### src/rtl/inst_mem_loader.sv
// Framed byte-stream loader that writes the instruction memory and holds the core until a good image lands.
// Optional inter-byte timeout enabled by defining LOADER_TIMEOUT_EN.
module inst_mem_loader #(
  parameter int unsigned ADDR_W         = 32,
  parameter int unsigned MEM_BYTES      = 256,
  parameter int unsigned BASE_ADDR      = 0,
  parameter logic [7:0]  SYNC_BYTE      = 8'hA5,
  parameter int unsigned TIMEOUT_CYCLES = 1024
) (
  input  logic              clock,
  input  logic              reset,
  input  logic              in_valid,
  input  logic [7:0]        in_data,
  output logic              in_ready,
  output logic              mem_we,
  output logic [ADDR_W-1:0] mem_addr,
  output logic [7:0]        mem_wdata,
  output logic              cpu_hold,
  output logic              load_done,
  output logic              load_err,
  output logic [1:0]        err_code,
  output logic [15:0]       bytes_loaded
);

  localparam int unsigned END_W = 33;

  localparam logic [1:0] ERR_NONE = 2'd0;
  localparam logic [1:0] ERR_LEN  = 2'd1;
  localparam logic [1:0] ERR_CSUM = 2'd2;
`ifdef LOADER_TIMEOUT_EN
  localparam logic [1:0]  ERR_TMO  = 2'd3;
  localparam logic [15:0] TMO_LAST = 16'(TIMEOUT_CYCLES - 1);
`endif

  if (MEM_BYTES == 0 || TIMEOUT_CYCLES == 0 || TIMEOUT_CYCLES > 65535) begin : g_param_check
    $error("inst_mem_loader: MEM_BYTES must be nonzero and TIMEOUT_CYCLES in 1..65535");
  end

  typedef enum logic [2:0] {
    S_IDLE,
    S_LEN_HI,
    S_LEN_LO,
    S_DATA,
    S_CSUM,
    S_RESP
  } state_e;

  state_e            state_q, state_d;
  logic [15:0]       len_q, len_d;
  logic [7:0]        acc_q, acc_d;
  logic [15:0]       bytes_loaded_q, bytes_loaded_d;
  logic [1:0]        err_code_q, err_code_d;
  logic              cpu_hold_q, cpu_hold_d;
  logic              in_ready_q, in_ready_d;
  logic              mem_we_q, mem_we_d;
  logic [ADDR_W-1:0] mem_addr_q, mem_addr_d;
  logic [7:0]        mem_wdata_q, mem_wdata_d;
  logic              load_done_q, load_done_d;
  logic              load_err_q, load_err_d;
`ifdef LOADER_TIMEOUT_EN
  logic [15:0]       tmo_q, tmo_d;
`endif

  logic              xfer_c;
  logic [15:0]       len_new_c;
  logic [END_W-1:0]  frame_end_c;
  logic [7:0]        csum_c;

  assign xfer_c      = in_valid && in_ready_q;
  assign len_new_c   = {len_q[15:8], in_data};
  assign frame_end_c = END_W'(BASE_ADDR) + END_W'(len_new_c);
  assign csum_c      = acc_q + in_data;

  // Next-state and registered-output logic
  always_comb begin
    state_d        = state_q;
    len_d          = len_q;
    acc_d          = acc_q;
    bytes_loaded_d = bytes_loaded_q;
    err_code_d     = err_code_q;
    cpu_hold_d     = cpu_hold_q;
    mem_we_d       = 1'b0;
    mem_addr_d     = mem_addr_q;
    mem_wdata_d    = mem_wdata_q;
    load_done_d    = 1'b0;
    load_err_d     = 1'b0;
`ifdef LOADER_TIMEOUT_EN
    tmo_d          = 16'd0;
`endif

    case (state_q)
      S_IDLE: begin
        if (xfer_c && in_data == SYNC_BYTE) begin
          cpu_hold_d     = 1'b1;
          err_code_d     = ERR_NONE;
          bytes_loaded_d = 16'd0;
          acc_d          = 8'd0;
          state_d        = S_LEN_HI;
        end
      end
      S_LEN_HI: begin
        if (xfer_c) begin
          len_d[15:8] = in_data;
          state_d     = S_LEN_LO;
        end
      end
      S_LEN_LO: begin
        if (xfer_c) begin
          len_d[7:0] = in_data;
          if (frame_end_c > END_W'(MEM_BYTES)) begin
            err_code_d = ERR_LEN;
            load_err_d = 1'b1;
            state_d    = S_RESP;
          end else if (len_new_c == 16'd0) begin
            state_d = S_CSUM;
          end else begin
            state_d = S_DATA;
          end
        end
      end
      S_DATA: begin
        if (xfer_c) begin
          mem_we_d       = 1'b1;
          mem_addr_d     = ADDR_W'(BASE_ADDR) + ADDR_W'(bytes_loaded_q);
          mem_wdata_d    = in_data;
          bytes_loaded_d = bytes_loaded_q + 16'd1;
          acc_d          = csum_c;
          if (bytes_loaded_q + 16'd1 == len_q) begin
            state_d = S_CSUM;
          end
        end
      end
      S_CSUM: begin
        if (xfer_c) begin
          if (csum_c == 8'd0) begin
            err_code_d  = ERR_NONE;
            load_done_d = 1'b1;
          end else begin
            err_code_d = ERR_CSUM;
            load_err_d = 1'b1;
          end
          state_d = S_RESP;
        end
      end
      S_RESP: begin
        // A failed frame leaves the core held; only success releases it
        if (err_code_q == ERR_NONE) begin
          cpu_hold_d = 1'b0;
        end
        state_d = S_IDLE;
      end
      default: state_d = S_IDLE;
    endcase

`ifdef LOADER_TIMEOUT_EN
    if (state_q == S_LEN_HI || state_q == S_LEN_LO || state_q == S_DATA || state_q == S_CSUM) begin
      if (!xfer_c) begin
        if (tmo_q == TMO_LAST) begin
          err_code_d = ERR_TMO;
          load_err_d = 1'b1;
          state_d    = S_RESP;
        end else begin
          tmo_d = tmo_q + 16'd1;
        end
      end
    end
`endif

    in_ready_d = (state_d != S_RESP);
  end

  always_ff @(posedge clock or posedge reset) begin
    if (reset) begin
      state_q        <= S_IDLE;
      len_q          <= 16'd0;
      acc_q          <= 8'd0;
      bytes_loaded_q <= 16'd0;
      err_code_q     <= ERR_NONE;
      cpu_hold_q     <= 1'b0;
      in_ready_q     <= 1'b0;
      mem_we_q       <= 1'b0;
      mem_addr_q     <= '0;
      mem_wdata_q    <= 8'd0;
      load_done_q    <= 1'b0;
      load_err_q     <= 1'b0;
`ifdef LOADER_TIMEOUT_EN
      tmo_q          <= 16'd0;
`endif
    end else begin
      state_q        <= state_d;
      len_q          <= len_d;
      acc_q          <= acc_d;
      bytes_loaded_q <= bytes_loaded_d;
      err_code_q     <= err_code_d;
      cpu_hold_q     <= cpu_hold_d;
      in_ready_q     <= in_ready_d;
      mem_we_q       <= mem_we_d;
      mem_addr_q     <= mem_addr_d;
      mem_wdata_q    <= mem_wdata_d;
      load_done_q    <= load_done_d;
      load_err_q     <= load_err_d;
`ifdef LOADER_TIMEOUT_EN
      tmo_q          <= tmo_d;
`endif
    end
  end

  assign in_ready     = in_ready_q;
  assign mem_we       = mem_we_q;
  assign mem_addr     = mem_addr_q;
  assign mem_wdata    = mem_wdata_q;
  assign cpu_hold     = cpu_hold_q;
  assign load_done    = load_done_q;
  assign load_err     = load_err_q;
  assign err_code     = err_code_q;
  assign bytes_loaded = bytes_loaded_q;

endmodule

### config.mk
export PLATFORM = sky130hd
export DESIGN_NAME = inst_mem_loader
export DESIGN_NICKNAME = d
export VERILOG_FILES = /design/src/rtl/inst_mem_loader.sv
export SDC_FILE = /design/constraint.sdc
export NUM_CORES = 1
export LEC_CHECK = 0
export CAP_MARGIN = 20
export CORE_MARGIN = 3
export CORE_UTILIZATION = 37
export CTS_BUF_LIST = sky130_fd_sc_hd__clkbuf_8
export CTS_CLUSTER_DIAMETER = 100
export DETAILED_ROUTE_END_ITERATION = 7
export MAX_ROUTING_LAYER = met4
export PLACE_DENSITY_LB_ADDON = 0.1
export SLEW_MARGIN = 20
export SYNTH_ARGS = -nofsm -noshare
export SYNTH_HDL_FRONTEND = slang
export SYNTH_SLANG_ARGS = --single-unit
export TNS_END_PERCENT = 30
### constraint.sdc
create_clock -name clock -period 7 [get_ports clock]
set_input_delay 1.4 -clock clock [delete_from_list [all_inputs] [get_ports clock]]
set_output_delay 1.4 -clock clock [all_outputs]
set_load 0.1 [all_outputs]
Word-level counts from Yosys, hierarchy flattened
Index checks and enable logic that the tools add are counted.
{ "classes": {"add_sub_neg": 2, "n_lt_le_gt_ge": 1, "n_eq_ne": 14, "mux": 34, "reduce_logical": 15} }
{ "op_table": {"columns": ["op", "count"], "rows": [
  ["$mux W16", 2],
  ["$pmux W16 S2", 1],
  ["$mux W3", 8],
  ["$add A16 B1 Y16 const B", 1],
  ["$eq A16 B16 Y1", 1],
  ["$gt A16 B9 Y1 const B", 1],
  ["$logic_not A16 Y1", 1],
  ["$mux W8", 2],
  ["$pmux W8 S2", 1],
  ["$pmux W3 S5", 1],
  ["$ne A2 B2 Y1 const B", 6],
  ["$mux W1", 11],
  ["$mux W2", 5],
  ["$add A8 B8 Y8", 1],
  ["$eq A8 B8 Y1 const B", 1],
  ["$logic_not A8 Y1", 1],
  ["$eq A3 B2 Y1 const B", 2],
  ["$eq A3 B3 Y1 const B", 2],
  ["$pmux W2 S3", 1],
  ["$reduce_and A2 Y1", 3],
  ["$reduce_and A3 Y1", 2],
  ["$reduce_and A5 Y1", 1],
  ["$pmux W1 S2", 2],
  ["$reduce_bool A2 Y1", 2],
  ["other kinds (6)", 7]
]} }
{ "word_totals": {"ff_bits": 74, "inputBits": 11, "output_inout_bits": 63} }

Depth between registers and ports, before layout
{ "logic_depth": {"ltp_word": 6, "mapped_depth": 9} }

Worst setup path after synthesis
Ideal clock, no wire load.
{ "synth_timing": {"path_kind": "input -> register", "from": "input port in_data[0]", "to": "register err_code_q[1], in the netlist err_code[1]", "t_arrival_ns": 3.406, "required_time_ns": 6.877, "slack_ns": 3.471, "cell_stages": 9, "path_cell_list": "ha_1 > fa_1 > a211oi_1 > nor2_1 > xor2_1 > or4_1 > nor3_1 > nand3_1 > a32o_1"} }
{ "synth_via": {"elab_chain_cells": 5} }
{ "synth_lines": {"columns": ["item", "line", "text"], "rows": [
  ["start: declaration", "13", "input logic [7:0] in_data,"],
  ["$add A8 B8 Y8", "72", "assign csum_c = acc_q + in_data;"],
  ["$logic_not A8 Y1", "135", "if (csum_c == 8'd0) begin"],
  ["$mux W2", "135", null],
  ["$mux W2", "134", "if (xfer_c) begin"],
  ["$pmux W2 S3", "91", "case (state_q)"],
  ["end signal: assignment", "194", "err_code_q <= err_code_d;"],
  ["end: declaration", "52", "logic [1:0] err_code_q, err_code_d;"]
]} }
Several ways; a longest one is shown, not always the timed one. The select of a mux whose other input is x is not followed.
A chain may end at the register's enable or synchronous reset.

Final worst setup path
Same ends and word-level chain as after synthesis.

==> run metrics <==
CTS resizes 0; Cell Int Power ~1.1 mW; core box area ~10,000 um^2; clock latency on the worst-skew pair 350 ps; status finished, final reports clean; adder-cell share of the synthesized area 0.0300; Tmin final around 4000 ps; Die Span X 110 um; PortBufs 57; final-report hold violation count 0; Root Driver clkbuf_8; kind of critical path in -> reg; syn_area_per_cell between 9 and 10 um^2; RSZ-0062 raised after global routing no; Seq pwr share 0.328; first-pass GRT wire length 15.9 mm; share of the synthesized area in the top cell type 0.463; ys flop type dfrtp_1; Synth Cell Area 4000 um^2; Final #Nets 490; crit-path max cell delay 520 ps; post-synth cell types slightly below 50; Cells after Synth 420; CTS hold repair buffers 0; Slew Limit Fails 0; CTS Buf Count 9; via count 3,115; Yosys reg bits 74; GRT Overall Usage 0.175; sw power around 0.96 mW; Initial Util 0.384; CP Data Arrival Time 4180 ps; Slowest cell on crit path clkdlybuf4s50_1; Net Sw Frac 0.462; Slew @ Worst Pin ~980 ps; required time worst endpoint 7230 ps; Comb pwr share 0.473; TNS Setup 0 ps; CTS tree done; vias in the first global route about 3,000; Clk network pwr share 0.199; endpoint type of the worst setup path flop; Max Fclk ~250 MHz; number of primary I/O pins 74; asr flop ratio synth 1.00; First DRT Iteration DRCs 168; Slew Limit Headroom 0.346; Post-Synth XOR/XNOR Area 0.0723; CP Max Fanout 6; total power between 2 and 2.5 mW; final instance area 4860 um^2; sequential element share of the synthesized area 0.463; Synth area leaders dfrtp_1, nand2_1, mux2_2; largest net degree at the start of global routing 75; pre-CTS WS approximately 2700 ps; Non-Filler Instances about 610; compound-cell area share of the yosys netlist 0.129; Die Footprint 12,100 um^2; Clock Sinks 74; layout cell share with drive strength beyond 1 0.0947; HPWL after DPL ~6.5 mm; static leakage roughly 2.1 nW; Yosys warnings 0; H-tree Lvls 3; proportion of synthesized area in mux cells 0.0479; Hold Path Class reg -> reg; Hold Slack 475 ps; Routability Congestion 0.801; Max Clock Skew 11.0 ps; postcts setup bufs 0; placed instance area approximately 4600 um^2; total wire length around 9.4 mm; Avg Vias per Cell 5.10; Synth area leader dfrtp_1; post-route clock period utilization 0.564; drt drc 0; antenna diode count 0; Final Worst Setup Slack 3050 ps; DP Cell Count 595; largest family of logic cells by synthesized area simple AND/OR/NAND/NOR gates; final antenna-violating net count 0; final core utilization 0.467; drt wl/cell 15.5 um; CP cell instances clkdlybuf4s50_1, ha_1, fa_1, a211oi_1, nor2_1, xor2_1, or4_1, nor3_1, nand3_1, a32o_1; Post-synth EDFFs 0; PwrDens 425 nW/um^2; antenna violations before repair 0; maximum vdd drop 0.281 mV; global route overflow 0; CTS Buffer Depth 2; # setup viols final 0; fillcell total 1,041; layout overhead on the synthesized area 21.5%; CP startpoint kind input pin; Simple-Gate Fraction of Synth Area 0.199; Pre-antenna DRT Iters 4; site row count 37; Die Span Y 110 um; Max Cap Violations 0; Clock Pin Slew Worst Setup and Hold Paths 80 ps
-- state kept, by name, summed over array words and instances (netlist names) --
| signal | cells |
|---|---|
| bytes_loaded | 16 |
| in_ready | 1 |
| acc_q | 8 |
| mem_wdata | 8 |
| cpu_hold | 1 |
| load_done | 1 |
| mem_we | 1 |
| mem_addr | 16 |
| err_code | 2 |
| len_q | 16 |
| load_err | 1 |
| state_q | 3 |
-- area by class of cell --
class,count,area (um^2),area share
clock inverters,6,106,0.0219
flip-flops and latches,74,1850,0.381
repair buffers,60,593,0.122
inverters,7,26.3,0.00541
multi-input cells,318,1970,0.406
well taps,136,170,0.0350
clock buffers,10,138,0.0283
-- power by group through the flow --
stage	registers [mW]	clock network (mW)	logic [mW]
after global routing	0.702	0.444	1.05
after detailed placement	0.683	0	0.983
after CTS	0.677	0.421	0.984
after floorplan	0.987	0	0.473
after global placement	0.683	0	0.970
final	0.677	0.412	0.978
-- cells in the mapped netlist (6+ instances only) --
| library cell | number |
|---|---|
| a21oi_1 | 12 |
| dfrtp_1 | 74 |
| ha_1 | 8 |
| a22o_1 | 7 |
| xnor2_1 | 17 |
| nor2_1 | 25 |
| o21ai_0 | 31 |
| xor2_1 | 11 |
| nor3_1 | 6 |
| mux2_2 | 17 |
| nand3_1 | 10 |
| nor4_1 | 7 |
| o31ai_1 | 8 |
| buf_4 | 19 |
| inv_1 | 7 |
| clkbuf_1 | 16 |
| nand2_1 | 86 |
-- layer usage --
layer  global-route usage  share of wire
met2                0.279           0.48
met5                    -              0
met4               0.0401         0.0081
met3               0.0346          0.050
met1                0.229           0.47
-- path summary, 6_finish.rpt --
kind,from,end,slack (ps),depth (start not counted)
max,in_data[0],err_code[1],3050,10
min,mem_addr[2],mem_addr[2],480,2
max reg2reg,bytes_loaded[0],state_q[1],4290,8
min reg2reg,mem_addr[2],mem_addr[2],480,2
max in group asynchronous,reset,bytes_loaded[1],4720,3
min in group asynchronous,reset,mem_wdata[6],1630,3
-- worst max-delay path: cells and delay by family --
family / cells / cell delay (ps)
compound gates: 2 / 570
xor+xnor: 1 / 160
fa+ha+maj: 2 / 680
buf+inv: 1 / 520
simple gates: 4 / 840
-- cell usage in the layout (no fill, tap or decap), types with 6 or more instances in the layout --
cell	n
nand3_1	9
nor2_1	25
conb_1	16
ha_1	8
o21ai_0	31
nor3_1	6
xor2_1	11
mux2_2	17
nand2_1	86
xnor2_1	17
clkbuf_8	10
nor4_1	7
a21oi_1	12
dfrtp_1	74
inv_1	8
clkdlybuf4s50_1	57
a22o_1	7
o31ai_1	8
-- kinds of logic after synthesis --
| logic type | Yosys count |
|---|---|
| AOI/OAI and AO/OA | 80 |
| other | 1 |
| buffers and inverters | 43 |
| muxes | 17 |
| adders and majority gates | 9 |
| DFF | 74 |
| and+or+nand+nor | 166 |
| xor gates and xnor gates | 30 |
Note: power is estimated with default switching activity, not from simulation.
